### src/rtl/alu_operand_stage.sv
// alu_operand_stage: registered ALU A/B operand and store-data select with a valid/ready handshake.
// Define ALU_OPSEL_FWD_EN to enable EX/MEM and MEM/WB forwarding; otherwise register-file data passes through.
module alu_operand_stage #(
    parameter int DATA_W = 32,
    parameter int REG_AW = 5
) (
    input  logic              clk,
    input  logic              rst_n,
    input  logic              in_valid,
    output logic              in_ready,
    input  logic [REG_AW-1:0] rs1_addr,
    input  logic [REG_AW-1:0] rs2_addr,
    input  logic [DATA_W-1:0] rs1_data,
    input  logic [DATA_W-1:0] rs2_data,
    input  logic [DATA_W-1:0] imm_ext,
    input  logic [DATA_W-1:0] pc,
    input  logic [1:0]        alu_src_a,
    input  logic              alu_src_b,
    input  logic              exm_wr_en,
    input  logic [REG_AW-1:0] exm_rd,
    input  logic [DATA_W-1:0] exm_data,
    input  logic              wb_wr_en,
    input  logic [REG_AW-1:0] wb_rd,
    input  logic [DATA_W-1:0] wb_data,
    input  logic              flush,
    output logic              out_valid,
    input  logic              out_ready,
    output logic [DATA_W-1:0] a_out,
    output logic [DATA_W-1:0] b_out,
    output logic [DATA_W-1:0] st_data,
    output logic [1:0]        fwd_a,
    output logic [1:0]        fwd_b
);
    logic [DATA_W-1:0] fwd_rs1, fwd_rs2;
    logic [1:0]        sel_rs1, sel_rs2;
    logic              accept;
`ifdef ALU_OPSEL_FWD_EN
    // EX/MEM is younger than MEM/WB, so it wins when both target the same register
    assign sel_rs1 = (exm_wr_en && exm_rd == rs1_addr && |rs1_addr) ? 2'b01 :
                     (wb_wr_en && wb_rd == rs1_addr && |rs1_addr)   ? 2'b10 : 2'b00;
    assign sel_rs2 = (exm_wr_en && exm_rd == rs2_addr && |rs2_addr) ? 2'b01 :
                     (wb_wr_en && wb_rd == rs2_addr && |rs2_addr)   ? 2'b10 : 2'b00;
    assign fwd_rs1 = sel_rs1 == 2'b01 ? exm_data : sel_rs1 == 2'b10 ? wb_data : rs1_data;
    assign fwd_rs2 = sel_rs2 == 2'b01 ? exm_data : sel_rs2 == 2'b10 ? wb_data : rs2_data;
`else
    logic unused_fwd;
    assign unused_fwd = ^{exm_wr_en, exm_rd, exm_data, wb_wr_en, wb_rd, wb_data, rs1_addr, rs2_addr};
    assign sel_rs1 = 2'b00;
    assign sel_rs2 = 2'b00;
    assign fwd_rs1 = rs1_data;
    assign fwd_rs2 = rs2_data;
`endif
    assign in_ready = !out_valid || out_ready;
    assign accept   = in_valid && in_ready && !flush;
    always_ff @(posedge clk or negedge rst_n) begin
        if (!rst_n) begin
            out_valid <= 1'b0;
            a_out     <= '0;
            b_out     <= '0;
            st_data   <= '0;
            fwd_a     <= 2'b00;
            fwd_b     <= 2'b00;
        end else begin
            out_valid <= flush ? 1'b0 : in_ready ? in_valid : out_valid;
            if (accept) begin
                a_out   <= alu_src_a == 2'b00 ? fwd_rs1 : alu_src_a == 2'b01 ? pc : '0;
                b_out   <= alu_src_b ? imm_ext : fwd_rs2;
                st_data <= fwd_rs2;
                fwd_a   <= alu_src_a == 2'b00 ? sel_rs1 : 2'b00;
                fwd_b   <= sel_rs2;
            end
        end
    end
endmodule

### config.mk
export PLATFORM = sky130hd
export DESIGN_NAME = alu_operand_stage
export DESIGN_NICKNAME = d
export VERILOG_FILES = /design/src/rtl/alu_operand_stage.sv
export SDC_FILE = /design/constraint.sdc
export NUM_CORES = 1
export LEC_CHECK = 0
export CORE_MARGIN = 10
export CORE_UTILIZATION = 35
export CTS_CLUSTER_DIAMETER = 40
export CTS_CLUSTER_SIZE = 14
export DETAILED_ROUTE_END_ITERATION = 12
export HOLD_SLACK_MARGIN = 0.03
export PLACE_DENSITY = 0.78
export SETUP_SLACK_MARGIN = 0.15
export SYNTH_ARGS = -nofsm -noshare
export SYNTH_HDL_FRONTEND = slang
export SYNTH_SLANG_ARGS = --single-unit
### constraint.sdc
create_clock -name clk -period 3.23 [get_ports clk]
set_clock_uncertainty 0.1 [all_clocks]
set_input_delay 0.646 -clock clk [delete_from_list [all_inputs] [get_ports clk]]
set_output_delay 0.646 -clock clk [all_outputs]
set_load 0.05 [all_outputs]
* After elaboration in Yosys (flattened, before gate mapping)
Index checks and enable logic that the tools add are counted.
Word-level totals: flip-flop bits (word level) 97, input port bits 222
Cells by class: equal/unequal tests 1, mux-type cells 5, reductions and logical operators 7
Operators with widths (count):
- 32-bit 2-to-1 mux | 3
- 2-bit by 1-bit equality test with 1-bit output, second input constant | 1
- 1-bit logical AND | 2
- 1-bit zero test | 2
- 2-bit zero test | 1
- 1-bit 2-to-1 mux | 2
- 2-bit nonzero test | 1
- 1-bit logical OR | 1

* Depth between registers and ports, before layout
depth after elaboration 4, mapped depth 5

* Least setup slack after synthesis
Ideal clock, no wire load.
path type flip-flop to flip-flop, from register out_valid, to register b_out[30], arrival time 1672 ps, required time 3005 ps, slack 1333 ps, cell stages (with the launch flop) 6, buffers on the path 2, cells stage by stage dfrtp_1 -> nor2b_2 -> nor3b_4 -> buf_6 -> buf_6 -> mux2_2
On the way: cells in the longest elaborated chain, start to end 4
RTL lines:
- start, declared | RTL line 26 | output logic out_valid,
- start signal, assigned | RTL line 64 | out_valid <= flush ? 1'b0 : in_ready ? in_valid : out_valid;
- 1-bit zero test | RTL line 53 | assign in_ready = !out_valid || out_ready;
- 1-bit logical OR | RTL line 53
- 1-bit logical AND (2 in series) | RTL line 54 | assign accept = in_valid && in_ready && !flush;
- end signal, assigned | RTL line 67 | b_out <= alu_src_b ? imm_ext : fwd_rs2;
- end, declared | RTL line 29 | output logic [DATA_W-1:0] b_out,
No other way between the ends. A chain may end at the register's enable or synchronous reset.

* Worst setup path after layout
from input port out_ready, to output port in_ready
On the way: cells in the longest elaborated chain, start to end 1
RTL lines:
- start, declared | RTL line 27 | input logic out_ready,
- 1-bit logical OR | RTL line 53
- end, declared | RTL line 10 | output logic in_ready,
No other way between the ends.

==> run_results.csv <==
group,metric,value,unit
layout,syn2layout_area_growth,61.04,%
place,port_buffers,233,
synth,synth_most_common_cell,"mux2_2",
timing,worst_pin_slew,0.9416,ns
grt,grt_pass1_vias,3813,
timing,slew_viol_final,0,
timing,relSlewSlack,37.23,%
synth,yosysTopAreaCell,"dfrtp_1",
timing,setup_viol,0,
grt,grtUsageTotal,14.94,%
routing,wl_per_cell,18.94,microns
floorplanning,coreArea,0.01262,sq mm
floorplanning,initial_core_util,35.75,%
synth,avgSynthCellArea,14.10,sq um
layout,filler_cell_count,1079,
routing,first_iter_violations,97,
layout,drive_above_1_share,24.41,%
synth,synth_edf_count,0,
floorplanning,die_height,133.5,microns
layout,fin_nets,770,
synth,synth_seq_cells,97,
worst_setup_path,reg2reg_slack,1.33,ns
timing,fmax,359.9,MHz
clock_tree,cts-resized-gates,0,
synth,syn-instance-count,320,
worst_setup_path,crit_required,2.48,ns
worst_setup_path,worst_path_largest_cell_delay,0.80,ns
worst_setup_path,r2r-end,"st_data[27]$_DFFE_PN0P_",
routing,wl,13730,microns
synth,synth-main-ff-cell,"dfrtp_1",
worst_setup_path,cp_common_cell,"clkdlybuf4s50_1",
routing,antenna_left,0,
synth,synthArstFlopShare,100.0,%
timing,period_minus_slack,2.779,ns
job,maxCapViolCount,0,
floorplanning,num_rows,41,
synth,mappedNetlistArea,0.004512,sq mm
worst_setup_path,critPathMaxFanout,3,
place,placed_cells,709,
worst_setup_path,regToRegStartpoint,"out_valid$_DFFE_PN0P_",
synth,yosysWarnings,0,
grt,grt-ovfl-total,0,
synth,yosys-top-cells-count,"mux2_2, dfrtp_1, nor2_1",
worst_setup_path,worstRegToRegCells,4,
worst_setup_path,worstSetupPathType,"in2out",
worst_setup_path,crit_start,"out_ready",
layout,fin_cells,725,
worst_setup_path,cp_cell_sequence,"clkdlybuf4s50_1, nor2b_2, inv_1, clkdlybuf4s50_1",
timing,grt_setup_unrepaired,"no",
timing,min_period_over_period,86.03,%
grt,antenna_found_initial,0,
clock_tree,cts_tree,"yes",
floorplanning,io_pins,324,
clock_tree,cts.sinks,97,
clock_tree,postCtsSetupBuffers,0,
worst_setup_path,cp_num_buf_inv,3,
timing,finalHoldViolCount,0,
min_path,hp-class,"in2async",
clock_tree,cts.path.max_buffers,2,
place,place_area,0.006968,sq mm
floorplanning,dieArea,0.01783,sq mm
layout,final_area,0.007266,sq mm
worst_setup_path,critical_path_arrival,2.03,ns
routing,drt_pass1_iterations,4,
layout,diodes,0,
run_status,status,"complete, no violations",
worst_setup_path,slowest_stage,"clkdlybuf4s50_1",
synth,synth_top_area_share,53.80,%
clock_tree,h-tree-depth,3,
clock_tree,cts_hold_buf,0,
synth,netlist_top_cells_area,"dfrtp_1, mux2_2, mux2i_1",
synth,yosysSeqAreaShare,53.80,%
grt,grt_max_degree,70,
synth,synth.distinct_cells,13,
worst_setup_path,critPathTopFamily,"buffers and inverters",
place,place.gp.congestion,0.7175,
clock_tree,root_buffer,"clkbuf_16",
floorplanning,die_w,133.5,microns
power,ir_drop,0.4149,mV
routing,drc,0,
place,post-dp-hpwl,10710,microns
layout,seq_area,0.002427,sq mm
timing,setup_tns,0,ns
worst_setup_path,end_kind,"primary output",
clock_tree,cts_buffers,9,
clock_tree,clk_pin_slew,0.07,ns
clock_tree,clkLatencyLatePin,0.34,ns
power,p_per_area,600.7,mW/mm^2
worst_setup_path,start_kind,"input pin",
routing,viasPerCell,4.681,
grt,grt_pass1_wl,21090,microns
power,power.leakage,3.064,nW
layout,multi_input_area,0.001932,sq mm
routing,vias,3394,
==> where the power goes <==
group	leakage (nW)	switching (mW)	internal, mW	total [mW]
combinational	1.74	1.07	0.705	1.77
clock	0.142	0.448	0.619	1.07
sequential	1.18	0.102	1.42	1.53
total	3.06	1.62	2.75	4.36
==> cells in the final DEF (no fill, tap or decap), types with 2 or more instances in the layout <==
cell type / netlist / final
buf_12: 0 / 2
buf_2: 11 / 2
buf_4: 4 / 5
clkbuf_16: 0 / 9
clkdlybuf4s50_1: 0 / 230
clkinv_2: 0 / 2
clkinvlp_4: 0 / 2
conb_1: 1 / 4
dfrtp_1: 97 / 97
mux2_1: 19 / 19
mux2_2: 109 / 109
mux2i_1: 32 / 32
nor2_1: 34 / 34
==> cells by family (layout without fill, tap and decap cells) <==
group | after synthesis | in the layout | synth area share, %
other | 1 | 4 | 0.08311
flip-flops | 97 | 97 | 53.80
multiplexers | 160 | 160 | 39.05
AND/OR/NAND/NOR | 36 | 36 | 3.439
buffers and inverters | 26 | 256 | 3.633
==> how the worst max path moves through the flow <==
stage,depth (start not counted),slack (ns),to
after global routing,4,0.42,in_ready
final,4,0.45,in_ready
after CTS,4,0.44,in_ready
after floorplan,5,1.33,b_out[30]$_DFFE_PN0P_
after global placement,4,0.45,in_ready
after detailed placement,4,0.45,in_ready
==> worst register-to-register path, cell delays in order (launching register included) <==
cell and delay, ns:
dfrtp_1 0.37, nor2b_2 0.18, nor3b_4 0.40, buf_12 0.31, mux2_2 0.41
==> cell type report <==
cell class	instances	share of cell area, %
Clock buffer	11	3.341
Clock inverter	5	0.7577
Inverter	1	0.05166
Multi-Input combinational cell	200	26.59
Sequential cell	97	33.41
Tap cell	172	2.962
Timing Repair Buffer	239	32.89
==> stage by stage <==
| stage | worst slack (ns) | power, mW | util [%] | hold slack (ns) |
|---|---|---|---|---|
| after floorplan | 1.333 | 2.613 | - | 0.2504 |
| after global placement | 0.4539 | 3.310 | 55.22 | 0.3673 |
| after detailed placement | 0.4488 | 3.343 | 55.22 | 0.3738 |
| after CTS | 0.4426 | 4.438 | 57.57 | 0.3587 |
| after global routing | 0.4183 | 4.561 | 57.57 | 0.3846 |
| final | 0.4512 | 4.364 | 57.57 | 0.3343 |
==> registers in the layout, indices dropped and copies added (netlist names) <==
name,count
out_valid,1
st_data,32
b_out,32
a_out,32
==> layer usage <==
metal / track usage [%] / share of wire (%) / vias up
li1: - / - / 1573
met4: 4.776 / 1.1 / 0
met5: 0 / 0 / -
met2: 26.29 / 51 / 145
met3: 6.241 / 8.9 / 11
met1: 15.81 / 39 / 1665
No activity file was read; power rests on OpenSTA's default activity.
